[src/rtl/a2d_spi_intf.sv]
// SPI master for an ADC128S-style converter: two 16-bit frames per conversion,
// channel sent in frame 1, result read back in frame 2.
module a2d_spi_intf #(
    parameter int SCLK_DIV = 32
) (
    input  logic        clk,
    input  logic        rst,
    input  logic        strt_cnv,
    input  logic [2:0]  chnnl,
    output logic        cnv_cmplt,
    output logic [11:0] res,
    output logic        SS_n,
    output logic        SCLK,
    output logic        MOSI,
    input  logic        MISO
);

    localparam int CW = $clog2(SCLK_DIV);
    localparam logic [CW-1:0] CNT_FALL = CW'(SCLK_DIV - 1);
    localparam logic [CW-1:0] CNT_RISE = CW'(SCLK_DIV / 2 - 1);
    localparam logic [CW-1:0] CNT_HALF = CW'(SCLK_DIV / 2);

    typedef enum logic [1:0] {IDLE, TX1, GAP, TX2} state_t;

    state_t          state, nxt_state;
    logic [CW-1:0]   cnt;
    logic [4:0]      bit_cnt;
    logic [15:0]     tx_shft;
    // Only the low 12 sampled bits are ever used, so older bits fall off the top.
    logic [11:0]     rx_shft;
    logic [2:0]      chnnl_lat;
    logic            ss_n_r;
    logic            cmplt_r;
    logic [11:0]     res_r;

    logic            in_tx;
    logic            sclk_fall;
    logic            sclk_rise;
    logic            tx_done;
    logic            start;
    logic [2:0]      cmd_chnnl;

    assign in_tx     = (state == TX1) || (state == TX2);
    assign sclk_fall = (cnt == CNT_FALL);
    assign sclk_rise = (cnt == CNT_RISE);
    // The frame ends half an SCLK period after the 16th rise, where the next fall would be.
    assign tx_done   = in_tx && (bit_cnt == 5'd16) && sclk_fall;
    assign cmd_chnnl = (state == IDLE) ? chnnl : chnnl_lat;

    always_comb begin
        nxt_state = state;
        start     = 1'b0;
        case (state)
            IDLE: begin
                if (strt_cnv) begin
                    nxt_state = TX1;
                    start     = 1'b1;
                end
            end
            TX1: begin
                if (tx_done) nxt_state = GAP;
            end
            GAP: begin
                if (sclk_fall) begin
                    nxt_state = TX2;
                    start     = 1'b1;
                end
            end
            TX2: begin
                if (tx_done) nxt_state = IDLE;
            end
            default: nxt_state = IDLE;
        endcase
    end

    always_ff @(posedge clk) begin
        if (rst) begin
            state     <= IDLE;
            cnt       <= '0;
            bit_cnt   <= '0;
            tx_shft   <= '0;
            rx_shft   <= '0;
            chnnl_lat <= '0;
            ss_n_r    <= 1'b1;
            cmplt_r   <= 1'b0;
            res_r     <= '0;
        end else begin
            state <= nxt_state;
            if (start) begin
                cnt     <= CNT_HALF;
                bit_cnt <= '0;
                tx_shft <= {2'b00, cmd_chnnl, 11'h000};
                rx_shft <= '0;
                ss_n_r  <= 1'b0;
                if (state == IDLE) begin
                    chnnl_lat <= chnnl;
                    cmplt_r   <= 1'b0;
                end
            end else if (tx_done) begin
                // Restart the divider so GAP lasts exactly one SCLK period.
                ss_n_r <= 1'b1;
                cnt    <= '0;
                if (state == TX2) begin
                    res_r   <= rx_shft;
                    cmplt_r <= 1'b1;
                end
            end else if (state != IDLE) begin
                cnt <= cnt + CW'(1);
                if (in_tx && sclk_fall && (bit_cnt != 5'd16))
                    tx_shft <= {tx_shft[14:0], 1'b0};
                if (in_tx && sclk_rise) begin
                    rx_shft <= {rx_shft[10:0], MISO};
                    bit_cnt <= bit_cnt + 5'd1;
                end
            end
        end
    end

    assign SS_n      = ss_n_r;
    assign SCLK      = ss_n_r ? 1'b1 : cnt[CW-1];
    assign MOSI      = tx_shft[15];
    assign cnv_cmplt = cmplt_r;
    assign res       = res_r;

endmodule

[config.mk]
export PLATFORM = sky130hd
export DESIGN_NAME = a2d_spi_intf
export DESIGN_NICKNAME = d
export VERILOG_FILES = /design/src/rtl/a2d_spi_intf.sv
export SDC_FILE = /design/constraint.sdc
export NUM_CORES = 1
export LEC_CHECK = 0
export CORE_UTILIZATION = 55
export CTS_CLUSTER_SIZE = 14
export DETAILED_ROUTE_END_ITERATION = 12
export PLACE_DENSITY_LB_ADDON = 0.12
export SKIP_CTS_REPAIR_TIMING = 1
export SLEW_MARGIN = 25
export SYNTH_ARGS = -nofsm -noshare
export SYNTH_HDL_FRONTEND = slang
export SYNTH_SLANG_ARGS = --single-unit
[constraint.sdc]
create_clock -name clk -period 2.6 [get_ports clk]
set_input_delay 0.39 -clock clk [delete_from_list [all_inputs] [get_ports clk]]
set_output_delay 0.39 -clock clk [all_outputs]
set_load 0.05 [all_outputs]
==> results of run 1 <==
through the flow:
| step | hold slack (ns) | std cells | utilization (%) | worst slack (ns) | cell area [um^2] |
|---|---|---|---|---|---|
| after floorplan | 0.439 | 227 | - | 0.709 | 2280 |
| after global placement | 0.448 | 289 | 62.8 | 0.452 | 2510 |
| after detailed placement | 0.455 | 289 | 62.8 | 0.398 | 2510 |
| after CTS | 0.474 | 297 | 65.6 | 0.370 | 2620 |
| after global routing | 0.495 | 297 | 65.6 | 0.183 | 2620 |
| final | 0.474 | 297 | 65.6 | 0.354 | 2620 |
where the power goes:
group          internal (mW)  switching (mW)  total, mW
Clock                  0.287           0.240      0.527
Combinational          0.243           0.291      0.535
Sequential             0.758          0.0412      0.799
registers in the layout (all words and copies together), names as in the netlist:
| signal | flops |
|---|---|
| SS_n | 1 |
| bit_cnt | 5 |
| chnnl_lat | 3 |
| cnt | 5 |
| cnv_cmplt | 1 |
| res | 12 |
| rx_shft | 12 |
| state | 2 |
| tx_shft | 5 |
cell type report:
type	count	area (um^2)	area share, %
inverter	9	33.8	1.29
tap	50	62.6	2.39
multi-input combinational	158	1230	47.0
sequential	46	921	35.1
clock inverter	2	37.5	1.43
clock buffer	6	72.6	2.77
timing repair buffer	26	263	10.0
worst max path at each step:
stage,to,slack [ns],cells after the start
6_report,cnt[1]$_SDFFE_PP0P_,0.35,6
5_1_grt,cnt[1]$_SDFFE_PP0P_,0.18,6
4_1_cts,res[5]$_SDFFE_PP0P_,0.37,6
3_5_place_dp,res[5]$_SDFFE_PP0P_,0.40,6
3_3_place_gp,res[5]$_SDFFE_PP0P_,0.45,6
2_1_floorplan,bit_cnt[2]$_SDFFE_PP0P_,0.71,8
cells in the final DEF, fill, tap and decap left out, drive strengths merged, types with 2 or more instances in the layout:
cell and instances:
clkbuf 6, dfxtp 46, a311o 2, nor2b 3
a21oi 9, clkdlybuf4s50 22, o311a 2, nor2 6
o21a 3, nand2 20, nand2b 29, o21ai 2
xor2 2, inv 9, o31ai 5, ha 10
buf 4, o21ba 2, nand4 2, or2 2
nand3 4, mux2i 32, o21bai 3, o311ai 2
kinds of logic after synthesis:
group / Yosys count / synth area share, %
DFF: 46 / 40.3
adders and majority gates: 10 / 5.48
buffers and inverters: 23 / 5.75
xor gates and xnor gates: 3 / 1.15
muxes: 33 / 14.5
AOI/OAI and AO/OA: 38 / 14.6
and+or+nand+nor: 74 / 18.2
layer usage:
metal,global-route usage (%),vias to the layer above,wire length [um]
li1,-,828,-
met1,26.7,781,2050
met2,33.9,25,1960
met3,5.65,7,110
met4,7.98,0,66
met5,0,-,0
==> results by group, run 1 <==
Global routing
  – Global-route wire length before repair: 6860 um
  – Largest net degree at the start of global routing: 36
  – Vias in the first global route: 1,500
  – GRT Util Overall: 21.0%
  – GRT overflow: 0
  – Initial antenna violation count: 0

Logic synthesis
  – Mapped cell area: 2280 um^2
  – Commonest cells post-synth: dfxtp_1 (46), mux2i_1 (32), nand2b_1 (29), nand2_1 (20), ha_1 (10)
  – Synth area leader: dfxtp_1
  – Mapped Cells: 227
  – #FFs+latches synth: 46
  – Synth top area cells: dfxtp_1 (40%), mux2i_1 (14%), nand2b_1 (7.9%), ha_1 (5.5%), nand2_1 (3.3%)
  – Post-synth EDFFs: 0
  – Avg Synthesized Cell Area: 10.1 um^2
  – Ys flop type: dfxtp_1
  – Yosys top cell area share: 40.3%
  – Post-synth ARST share: 0%
  – Most frequent cell after synthesis: dfxtp_1
  – Syn_nets: 244
  – Unique masters post-synth: 45
  – Yosys Warn Count: 0
  – Register area share after synthesis: 40.3%

Routing
  – Drt via density: 5.53
  – Iteration-0 DRC Markers: 75
  – DRC viols: 0
  – DR pass1 iterations: 4
  – Routed Antenna Nets: 0
  – WL/cell: 14.1 um
  – Via count: 1,641
  – Total wire length: 4190 um

Clock network
  – Clk sinks: 46
  – Max clock buf depth: 2
  – Root Driver: clkbuf_8
  – Total CTS buffers: 5
  – Clock-pin slew on the worst setup and hold paths: 0.09 ns
  – Skew-Pair Late Insertion Delay: 0.30 ns
  – H-tree depth: 2
  – TritonCTS clock tree: yes

STA
  – Final hold vios: 0
  – Period Utilization, post-route: 86.4%
  – Rel. slew slack: 62.1%
  – # setup viols final: 0
  – Total Neg Setup Slack: 0 ns
  – Post-Route Skew: 0.00624 ns
  – Post-route minimum period: 2.25 ns
  – Pins over their slew limit: 0
  – Worst slew pin tran: 0.568 ns
  – RSZ-0062 raised after global routing: false
  – Fmax: 0.445 GHz

Pwr
  – Final Power: 1.86 mW
  – P per Cell Area: 709 nW/um^2
  – Worst VDD drop: 0.000342 V
  – Leakage power: 0.900 nW

Hold path
  – Worst Hold Launch: chnnl_lat[1]$_SDFFE_PP0P_
  – Worst hold path class: register to register
  – Hold path depth: 1
  – Hold Path Sink: chnnl_lat[1]$_SDFFE_PP0P_

Place
  – Hpwl dp: 2900 um
  – PortBufs: 22
  – Placer Congestion: 0.788

Floorplan
  – Initial Utilization: 57.1%
  – Ports: 23
  – Rows: 23
  – Die Wd: 66.5 um
  – Die H: 66.5 um
  – Core Region: 4000 um^2
  – Die ar.: 4420 um^2

Finish
  – Area grow syn2layout: 14.8%
  – Share of layout cells above drive strength 1: 9.31%
  – Fill count: 340
  – Ant. Diodes: 0
  – Final #Nets: 263

Worst setup path
  – Crit. End Element: register
  – Largest fanout on the critical path: 14
  – R2r setup slk: 0.35 ns
  – Max incr delay on CP: 0.52 ns
  – Arr. time, crit path: 2.42 ns
  – WP buf/inv: 1
  – Cell chain of the critical path: ha_1, and3_1, ha_1, inv_1, o31ai_1, nor2_1
  – Worst r2r path cells: 6
  – Setup crit start kind: register
  – FF-to-FF Start: cnt[0]$_SDFFE_PP0P_
  – Most frequent cell on the critical path: ha_1
  – Crit path kind: register to register
  – Critical-path top delay cell: ha_1
  – CP startpoint: cnt[0]$_SDFFE_PP0P_
  – Critical path data required time: 2.77 ns
  – FF-to-FF End: cnt[1]$_SDFFE_PP0P_
  – Delay-heaviest family, CP: adder cells

Job
  – Max-cap violations: 0

Run status
  – Run status: completed
No activity file was read; power rests on OpenSTA's default activity.
==> run 2, diff against run 1 <==
- SLEW_MARGIN: 25 -> unset
==> results of run 2 <==
The final DEF is identical to that of run 1; final timing and power are the same.
==> run 3, diff against run 2 <==
- MAX_ROUTING_LAYER: unset -> met4
==> run 3 against run 2 <==
Power hardly changed. Worst setup slack better by 0.017 ns. Global-route usage is 0.56 points higher. Fmax is 0.78% higher. Clock skew hardly changed. Routed wire length hardly changed. Non-clock buffer count stayed put. Clock power hardly changed. Final area stayed put. Count of clock-buffer cells in the layout stayed put. Hold slack hardly changed. Largest cell class unchanged. Largest power group unchanged.
==> results by group, run 3 (synthesized netlist as in run 1, its figures left out) <==
Run status
  – Run status: completed

Worst setup path
  – Crit. End Element: register
  – Arr. time, crit path: 2.40 ns (-0.02 ns)
  – WP buf/inv: 1 (unchanged)
  – Crit path kind: register to register
  – Cell chain of the critical path: ha_1, and3_1, ha_1, inv_1, o31ai_1, nor2_1
  – Delay-heaviest family, CP: adder cells
  – Most frequent cell on the critical path: ha_1
  – Setup crit start kind: register
  – Max incr delay on CP: 0.51 ns (about the same)
  – Critical path data required time: 2.77 ns (about the same)
  – Critical-path top delay cell: ha_1
  – Largest fanout on the critical path: 14 (unchanged)

STA
  – RSZ-0062 raised after global routing: false
  – Final hold vios: 0 (unchanged)
  – Pins over their slew limit: 0 (unchanged)
  – Total Neg Setup Slack: 0 ns (unchanged)
  – Final WS setup: 0.372 ns (+0.0174 ns)
  – Rel. slew slack: 63.5% (+1.3 points)
  – Worst slew pin tran: 0.548 ns (-0.0202 ns)
  – Post-route minimum period: 2.23 ns (-0.0174 ns)
  – Fmax: 0.449 GHz (+0.78%)
  – # setup viols final: 0 (unchanged)
  – Period Utilization, post-route: 85.7% (-0.67 points)
  – Post-Route Skew: 0.00586 ns (-0.000382 ns)

Clock network
  – TritonCTS clock tree: yes
  – Clk sinks: 46 (unchanged)
  – H-tree depth: 2 (unchanged)
  – Total CTS buffers: 5 (unchanged)
  – Root Driver: clkbuf_8
  – Max clock buf depth: 2 (unchanged)
  – Skew-Pair Late Insertion Delay: 0.30 ns (about the same)
  – Clock-pin slew on the worst setup and hold paths: 0.09 ns (about the same)

Finish
  – Fill count: 340 (unchanged)
  – Most frequent cells in the layout: dfxtp_1 (46), mux2i_1 (32), nand2b_1 (29)
  – Fin cells: 297 (unchanged)
  – Final #Nets: 263 (unchanged)
  – Ant. Diodes: 0 (unchanged)
  – Area grow syn2layout: 14.8% (unchanged)
  – Utilization of the core after routing: 65.6% (unchanged)
  – Share of layout cells above drive strength 1: 9.31% (unchanged)
  – Final Cell Area: 2620 um^2 (unchanged)
  – Most common cell after layout, fill and taps aside: dfxtp_1

Global routing
  – Met2 global-route usage: 33.9% (unchanged)
  – Largest net degree at the start of global routing: 36 (unchanged)
  – GRT met1 Usage: 26.7% (unchanged)
  – GRT overflow: 0 (unchanged)
  – Global-route wire length before repair: 6870 um (+0.10%)
  – GRT Util Overall: 21.6% (+0.56 points)
  – GR peak layer: met2
  – Initial antenna violation count: 0 (unchanged)
  – Vias in the first global route: 1,499 (-0.067%)
  – Met3 usage: 5.65% (unchanged)

Routing
  – Routed Antenna Nets: 0 (unchanged)
  – WL/cell: 14.1 um (about the same)
  – DR pass1 iterations: 4 (unchanged)
  – Drt via density: 5.54 (+0.30%)
  – DRC viols: 0 (unchanged)
  – Via count: 1,646 (+0.30%)
  – Iteration-0 DRC Markers: 77 (+2.7%)
  – Total wire length: 4190 um (about the same)

Hold path
  – Worst hold path class: register to register

Floorplan
  – Die ar.: 4420 um^2 (unchanged)
  – Rows: 23 (unchanged)
  – Initial Utilization: 57.1% (unchanged)
  – Ports: 23 (unchanged)
  – Die H: 66.5 um (unchanged)
  – Die Wd: 66.5 um (unchanged)
  – Core Region: 4000 um^2 (unchanged)

Job
  – Max-cap violations: 0 (unchanged)

Place
  – Hpwl dp: 2900 um (unchanged)
  – Placer Congestion: 0.799 (+1.4%)
  – Dpl cells: 289 (unchanged)
  – PortBufs: 22 (unchanged)
  – Placed cell areas: 2510 um^2 (unchanged)
  – Place WS: 0.398 ns (unchanged)

Pwr
  – P per Cell Area: 709 nW/um^2 (about the same)
  – Worst VDD drop: 0.000342 V (about the same)
  – Leakage power: 0.900 nW (unchanged)
==> run 3: cell counts in the layout (fill, tap and decap cells not counted) <==
Identical to the previous run, type by type.
==> run 3: per-layer routing <==
layer  wire [um]  share of wire (%)  vias up
met5           0                  0        -
met2        1980                 47       31
met4          69                1.6        0
li1            -                  -      828
met1        2000                 48      780
met3         137                3.3        7
==> run 3: worst reg2reg max path: cells and delay by family (launching register included) <==
family	cells	cell delay [ns]
flops	1	0.38
simple gates	2	0.28
compound gates	1	0.51
fa+ha+maj	2	0.68
buf+inv	1	0.25
==> run 3: per-stage QoR <==
step | hold WS, ns | total power [mW]
6_report | 0.475 | 1.86
5_1_grt | 0.495 | 1.96
4_1_cts | 0.474 | 1.88
3_5_place_dp | 0.455 | 1.35
3_3_place_gp | 0.448 | 1.35
2_1_floorplan | 0.439 | 1.24
==> run 3: power by group <==
| part | internal (mW) | switching (mW) |
|---|---|---|
| Sequential | 0.758 | 0.0409 |
| Combinational | 0.243 | 0.291 |
| Clock | 0.287 | 0.241 |
| Total | 1.29 | 0.572 |
==> run 3: worst paths after layout <==
check	from	endpoint	slack, ns	depth (start not counted)
hold / removal	chnnl_lat[1]$_SDFFE_PP0P_	chnnl_lat[1]$_SDFFE_PP0P_	0.47	1
setup reg to reg	cnt[0]$_SDFFE_PP0P_	cnt[1]$_SDFFE_PP0P_	0.37	6
hold reg to reg	chnnl_lat[1]$_SDFFE_PP0P_	chnnl_lat[1]$_SDFFE_PP0P_	0.47	1
setup / recovery	cnt[0]$_SDFFE_PP0P_	cnt[1]$_SDFFE_PP0P_	0.37	6
==> run 3: area by class of cell <==
| type | count | area [um^2] | share of cell area (%) |
|---|---|---|---|
| Clock buffer | 6 | 72.6 | 2.77 |
| Clock inverter | 2 | 37.5 | 1.43 |
| Inverter | 9 | 33.8 | 1.29 |
| Multi-Input combinational cell | 158 | 1230 | 47.0 |
| Sequential cell | 46 | 921 | 35.1 |
| Tap cell | 50 | 62.6 | 2.39 |
| Timing Repair Buffer | 26 | 263 | 10.0 |
